`src/rtl/pc_sequencer.sv`:
```
// pc_sequencer: multicycle next-PC unit with a small return-address stack.
//
// state     | meaning
// ----------+------------------------------------------------------------
// ST_IDLE   | ready for a request; operands and current PC latched on accept
// ST_CALC   | next_pc formed, return-address stack pushed or popped
// ST_COMMIT | PC takes next_pc, pc_valid pulses, back to ST_IDLE
module pc_sequencer #(
   parameter logic [31:0] RESET_PC  = 32'h0000_0000,
   parameter int          RAS_DEPTH = 4
) (
   input  logic        clk,
   input  logic        reset,
   input  logic        req_valid,
   output logic        req_ready,
   input  logic [2:0]  req_op,
   input  logic        BranchTaken,
   input  logic [15:0] Immediate16,
   input  logic [25:0] Immediate26,
   input  logic [31:0] RegTarget,
   output logic [31:0] PC,
   output logic        pc_valid,
   output logic        ras_overflow,
   output logic        ras_underflow
);

   localparam int PTR_W = $clog2(RAS_DEPTH);
   localparam int CNT_W = PTR_W + 1;

   localparam logic [2:0] OP_SEQ  = 3'b000;
   localparam logic [2:0] OP_BR   = 3'b001;
   localparam logic [2:0] OP_J    = 3'b010;
   localparam logic [2:0] OP_CALL = 3'b011;
   localparam logic [2:0] OP_JR   = 3'b100;
   localparam logic [2:0] OP_RET  = 3'b101;

   typedef enum logic [1:0] {
      ST_IDLE   = 2'd0,
      ST_CALC   = 2'd1,
      ST_COMMIT = 2'd2
   } state_t;

   state_t             state_q, state_d;
   logic [31:0]        pc_q, pc_d;
   logic               req_ready_q, req_ready_d;
   logic               pc_valid_q, pc_valid_d;
   logic               ovf_q, ovf_d;
   logic               udf_q, udf_d;
   logic [2:0]         op_q, op_d;
   logic               bt_q, bt_d;
   logic [15:0]        imm16_q, imm16_d;
   logic [25:0]        imm26_q, imm26_d;
   logic [31:0]        rt_q, rt_d;
   logic [31:0]        base_pc_q, base_pc_d;
   logic [31:0]        next_pc_q, next_pc_d;
   logic [PTR_W-1:0]   top_q, top_d;
   logic [CNT_W-1:0]   cnt_q, cnt_d;
   logic [31:0]        ras_q [RAS_DEPTH];
   logic [31:0]        ras_d [RAS_DEPTH];

   logic [31:0]        seq_pc;
   logic [31:0]        br_pc;
   logic [31:0]        jmp_pc;
   logic [PTR_W-1:0]   push_idx;

   assign seq_pc   = base_pc_q + 32'd1;
   assign br_pc    = base_pc_q + {{16{imm16_q[15]}}, imm16_q};
   // Jump upper bits come from the accepted PC itself, not PC+1.
   assign jmp_pc   = {base_pc_q[31:26], imm26_q};
   // When the stack is full this slot is the oldest entry, so it is overwritten.
   assign push_idx = top_q + PTR_W'(1);

   // Next-state and datapath update for the sequencing FSM.
   always_comb begin
      state_d     = state_q;
      pc_d        = pc_q;
      req_ready_d = req_ready_q;
      pc_valid_d  = 1'b0;
      ovf_d       = ovf_q;
      udf_d       = udf_q;
      op_d        = op_q;
      bt_d        = bt_q;
      imm16_d     = imm16_q;
      imm26_d     = imm26_q;
      rt_d        = rt_q;
      base_pc_d   = base_pc_q;
      next_pc_d   = next_pc_q;
      top_d       = top_q;
      cnt_d       = cnt_q;
      ras_d       = ras_q;

      case (state_q)
         ST_IDLE: begin
            req_ready_d = 1'b1;
            if (req_valid) begin
               op_d        = req_op;
               bt_d        = BranchTaken;
               imm16_d     = Immediate16;
               imm26_d     = Immediate26;
               rt_d        = RegTarget;
               base_pc_d   = pc_q;
               req_ready_d = 1'b0;
               state_d     = ST_CALC;
            end
         end
         ST_CALC: begin
            req_ready_d = 1'b0;
            state_d     = ST_COMMIT;
            case (op_q)
               OP_SEQ:  next_pc_d = seq_pc;
               OP_BR:   next_pc_d = bt_q ? br_pc : seq_pc;
               OP_J:    next_pc_d = jmp_pc;
               OP_CALL: begin
                  next_pc_d       = jmp_pc;
                  ras_d[push_idx] = seq_pc;
                  top_d           = push_idx;
                  if (cnt_q == CNT_W'(RAS_DEPTH)) begin
                     ovf_d = 1'b1;
                  end else begin
                     cnt_d = cnt_q + CNT_W'(1);
                  end
               end
               OP_JR:   next_pc_d = rt_q;
               OP_RET: begin
                  if (cnt_q == '0) begin
                     next_pc_d = rt_q;
                     udf_d     = 1'b1;
                  end else begin
                     next_pc_d = ras_q[top_q];
                     top_d     = top_q - PTR_W'(1);
                     cnt_d     = cnt_q - CNT_W'(1);
                  end
               end
               default: next_pc_d = base_pc_q;
            endcase
         end
         ST_COMMIT: begin
            pc_d        = next_pc_q;
            pc_valid_d  = 1'b1;
            req_ready_d = 1'b1;
            state_d     = ST_IDLE;
         end
         default: begin
            req_ready_d = 1'b1;
            state_d     = ST_IDLE;
         end
      endcase
   end

   // State and output registers; reset abandons any request in flight.
   always_ff @(posedge clk) begin
      if (reset) begin
         state_q     <= ST_IDLE;
         pc_q        <= RESET_PC;
         req_ready_q <= 1'b1;
         pc_valid_q  <= 1'b0;
         ovf_q       <= 1'b0;
         udf_q       <= 1'b0;
         op_q        <= OP_SEQ;
         bt_q        <= 1'b0;
         imm16_q     <= '0;
         imm26_q     <= '0;
         rt_q        <= '0;
         base_pc_q   <= RESET_PC;
         next_pc_q   <= RESET_PC;
         top_q       <= '0;
         cnt_q       <= '0;
         for (int i = 0; i < RAS_DEPTH; i++) begin
            ras_q[i] <= '0;
         end
      end else begin
         state_q     <= state_d;
         pc_q        <= pc_d;
         req_ready_q <= req_ready_d;
         pc_valid_q  <= pc_valid_d;
         ovf_q       <= ovf_d;
         udf_q       <= udf_d;
         op_q        <= op_d;
         bt_q        <= bt_d;
         imm16_q     <= imm16_d;
         imm26_q     <= imm26_d;
         rt_q        <= rt_d;
         base_pc_q   <= base_pc_d;
         next_pc_q   <= next_pc_d;
         top_q       <= top_d;
         cnt_q       <= cnt_d;
         ras_q       <= ras_d;
      end
   end

   assign req_ready     = req_ready_q;
   assign PC            = pc_q;
   assign pc_valid      = pc_valid_q;
   assign ras_overflow  = ovf_q;
   assign ras_underflow = udf_q;

endmodule

```
`config.mk`:
```
export PLATFORM = sky130hd
export DESIGN_NAME = pc_sequencer
export DESIGN_NICKNAME = d
export VERILOG_FILES = /design/src/rtl/pc_sequencer.sv
export SDC_FILE = /design/constraint.sdc
export NUM_CORES = 1
export LEC_CHECK = 0
export CAP_MARGIN = 0
export CORE_MARGIN = 10
export CORE_UTILIZATION = 40
export DETAILED_ROUTE_END_ITERATION = 7
export DONT_BUFFER_PORTS = 1
export PLACE_DENSITY = 0.59
export SETUP_SLACK_MARGIN = 0.2
export SLEW_MARGIN = 20
export SYNTH_ARGS = -nofsm -noshare
export SYNTH_HDL_FRONTEND = slang
export SYNTH_SLANG_ARGS = --single-unit
```
`constraint.sdc`:
```
create_clock -name clk -period 3.3 [get_ports clk]
set_input_delay 0.66 -clock clk [delete_from_list [all_inputs] [get_ports clk]]
set_output_delay 0.66 -clock clk [all_outputs]
set_load 0.01 [all_outputs]
```
==> run metrics <==
status=complete, no violations; Worst Setup Path Type=register to register; die area=0.0447 sq mm; synthesized cell area=0.0147 sq mm; most common cell after layout, fill and taps aside=nand2_1; GRT overflow=0; EDFF count, synth=0; Max Fanout on Critical Path=4; non-filler cells in the finished layout=2,215; fmax=0.347 GHz; dpl hpwl=31.4 mm; port buffer count=0; Layout area overhead=11.0%; Main synth FF type=dfxtp_1; PwrDens=500 mW/mm^2; DR pass1 iterations=7; Core ar.=roughly 0.036 sq mm; Cells after DPL=2,155; relative slew slack=0.0978; sequential element share of the synthesized area=0.428; NumNets Final=1,843; critical path depth=12; cts hold-fix bufs=0; CP max stage cell=o41ai_1; synthesized area per cell=8.22 sq um; clk_lat worst skew=0.53 ns; post-route ant nets=0; initial core utilization=0.403; Mapped Cells=1,783; Row Count=70; vias=12,636; Final Util=0.447; Final Critical Period=2.88 ns; Root Driver=clkbuf_16; syn nets=approximately 1,900; max-cap violations=0; Clock Sinks=313; Die Wd=211 microns; asr flop ratio synth=0; layout cells sized above 1=0.0864; Die Ht=211 microns; LEAKAGE=0.00534 uW; worst min path class=primary input to register; maximum vdd drop=348 uV; worst path arrival time=3.28 ns; CTS tree=yes; Iter 0 DRT Violations=960; GRT Overall Usage=0.200; hold wc startpoint=reset; CP top delay family=compound AO/OA/AOI/OAI gates; H-tree Lvls=2; CP max stage delay=between 0.3 and 0.4 ns; CTS max path bufs=3; antenna cell count=0; WL/cell=20.6 microns; Reg clk slew, reported paths=about 0.060 ns; vias in the first global route=11,919; worst r2r path cells=12; cells along the critical path=ha_1 > inv_1 > fa_1 > nand2b_1 > a21o_1 > a31oi_1 > a31oi_1 > nor3_2 > nor3_1 > o41ai_1 > xnor2_1 > o211ai_1; Crit path top cell by count=a31oi_1; Buf+Inv Stages, Crit Path=1; worst slew pin tran=1.35 ns; placer congestion estimate=0.908; Slew Limit Fails=0; largest net degree at the start of global routing=between 300 and 400; Sum Neg Setup Slack=0 ns; commonest cells after routing, fill and taps aside=nand2_1 (358), dfxtp_1 (312), a21oi_1 (212); design area=0.0163 sq mm; worst clock skew=0.0104 ns; DRC viols=0; CTS Buf Count=35; post-synthesis cell type count=59; synthesized flop and latch total=313; Post-Route WL=45.5 mm; R2R setup slack=around 0.42 ns; final setup fails=0; FF-to-FF End=next_pc_q[26]; period utilization=0.874; Yosys warning count=0; first-pass GRT wire length=70.6 mm; worst reg2reg startpoint=imm16_q[0]; RSZ-0062 raised after global routing=yes; placed cell area=0.0151 sq mm; hold endpoint=imm26_q[24]; Min-Delay Path Depth=1; CP required=3.70 ns; initial antenna violation count=0; CP endpoint kind=register; Hold Violations, Final=0; vias per cell=5.70; Top Ports=117; critical path launch point type=register; final-layout fill cell count=around 3,600
cell type report:
class	count	area, sq um	area share
repair buffers	45	413	0.0254
multi-input cells	1308	7810	0.480
clock inverters	10	93.8	0.00577
clock buffers	50	1010	0.0623
well taps	468	586	0.0360
inverters	21	78.8	0.00485
flip-flops and latches	313	6270	0.385
state kept, by name (all words and copies together) (netlist names):
name and count:
base_pc_q 32, imm26_q 26, cnt_q 3, ras_q 128
top_q 2, rt_q 32, PC 32, imm16_q 16
state_q 2, ras_overflow 1, next_pc_q 32, bt_q 1
pc_valid 1, op_q 3, req_ready 1, ras_underflow 1
metal layers:
layer | vias to the layer above | wire length (microns) | global-route usage
li1 | 6178 | - | -
met1 | 6017 | 20200 | 0.264
met2 | 371 | 21200 | 0.320
met3 | 70 | 2900 | 0.0377
met4 | 0 | 1260 | 0.0697
met5 | - | 0 | 0
stage by stage:
stage	power [uW]	setup WS (ns)	hold WS, ns
detailed placement	4410	0.380	0.444
finish	8130	0.416	0.208
floorplan	4300	0.661	0.425
CTS	8200	0.372	0.211
global route	8410	0.192	0.188
global placement	4400	0.452	0.438
where the power goes:
part           internal, uW  switching [uW]
sequential             3850            62.5
clock                  2220            1580
combinational           129             288
total                  6200            1940
cell usage after synthesis (all sizes together), types with 6 or more instances:
master  instances  area [sq um]
and2            9          56.3
clkbuf        123           463
o21bai          6          45.0
a211oi        126           946
a22oi          27           203
o211ai         26           200
nand2b         11          68.8
xnor2          31           279
a21o            9          67.6
and3            7          43.8
nand3          18          90.1
buf            18          71.3
dfxtp         313          6270
a31oi           8          50.1
a21oi         212          1060
inv            21          78.8
nor3           18          95.1
ha             36           450
nor2          180           686
mux2i           8          80.1
nor4            6          37.5
xor2           26           228
o221ai         14           123
o21ai          76           380
nand2         359          1350
mux4           32           721
worst max path at each step:
| stage | start | end | slack (ns) |
|---|---|---|---|
| finish | imm16_q[0] | next_pc_q[26] | 0.42 |
| global route | imm16_q[0] | next_pc_q[30] | 0.19 |
| CTS | imm16_q[0] | next_pc_q[30] | 0.37 |
| detailed placement | imm16_q[0] | next_pc_q[30] | 0.38 |
| global placement | base_pc_q[1] | next_pc_q[30] | 0.45 |
| floorplan | base_pc_q[0] | next_pc_q[30] | 0.66 |
timing repair:
| item | 4_1_cts | 5_1_grt |
|---|---|---|
| endpoints found under the setup margin | 0 | 7 |
| gates resized for setup | 0 | 3 |
| buffers inserted | 0 | 0 |
logic make-up (layout without fill, tap and decap cells):
group                    Yosys count  after routing  synth area share
buffers and inverters            162            126            0.0418
AO/OA/AOI/OAI                    538            538             0.229
XOR/XNOR                          57             57            0.0346
flip-flops                       313            313             0.428
adder cells (fa/ha/maj)           38             38            0.0335
multiplexers                      40             40            0.0546
AND/OR/NAND/NOR                  635            635             0.179
(Power assumes the default switching activity.)
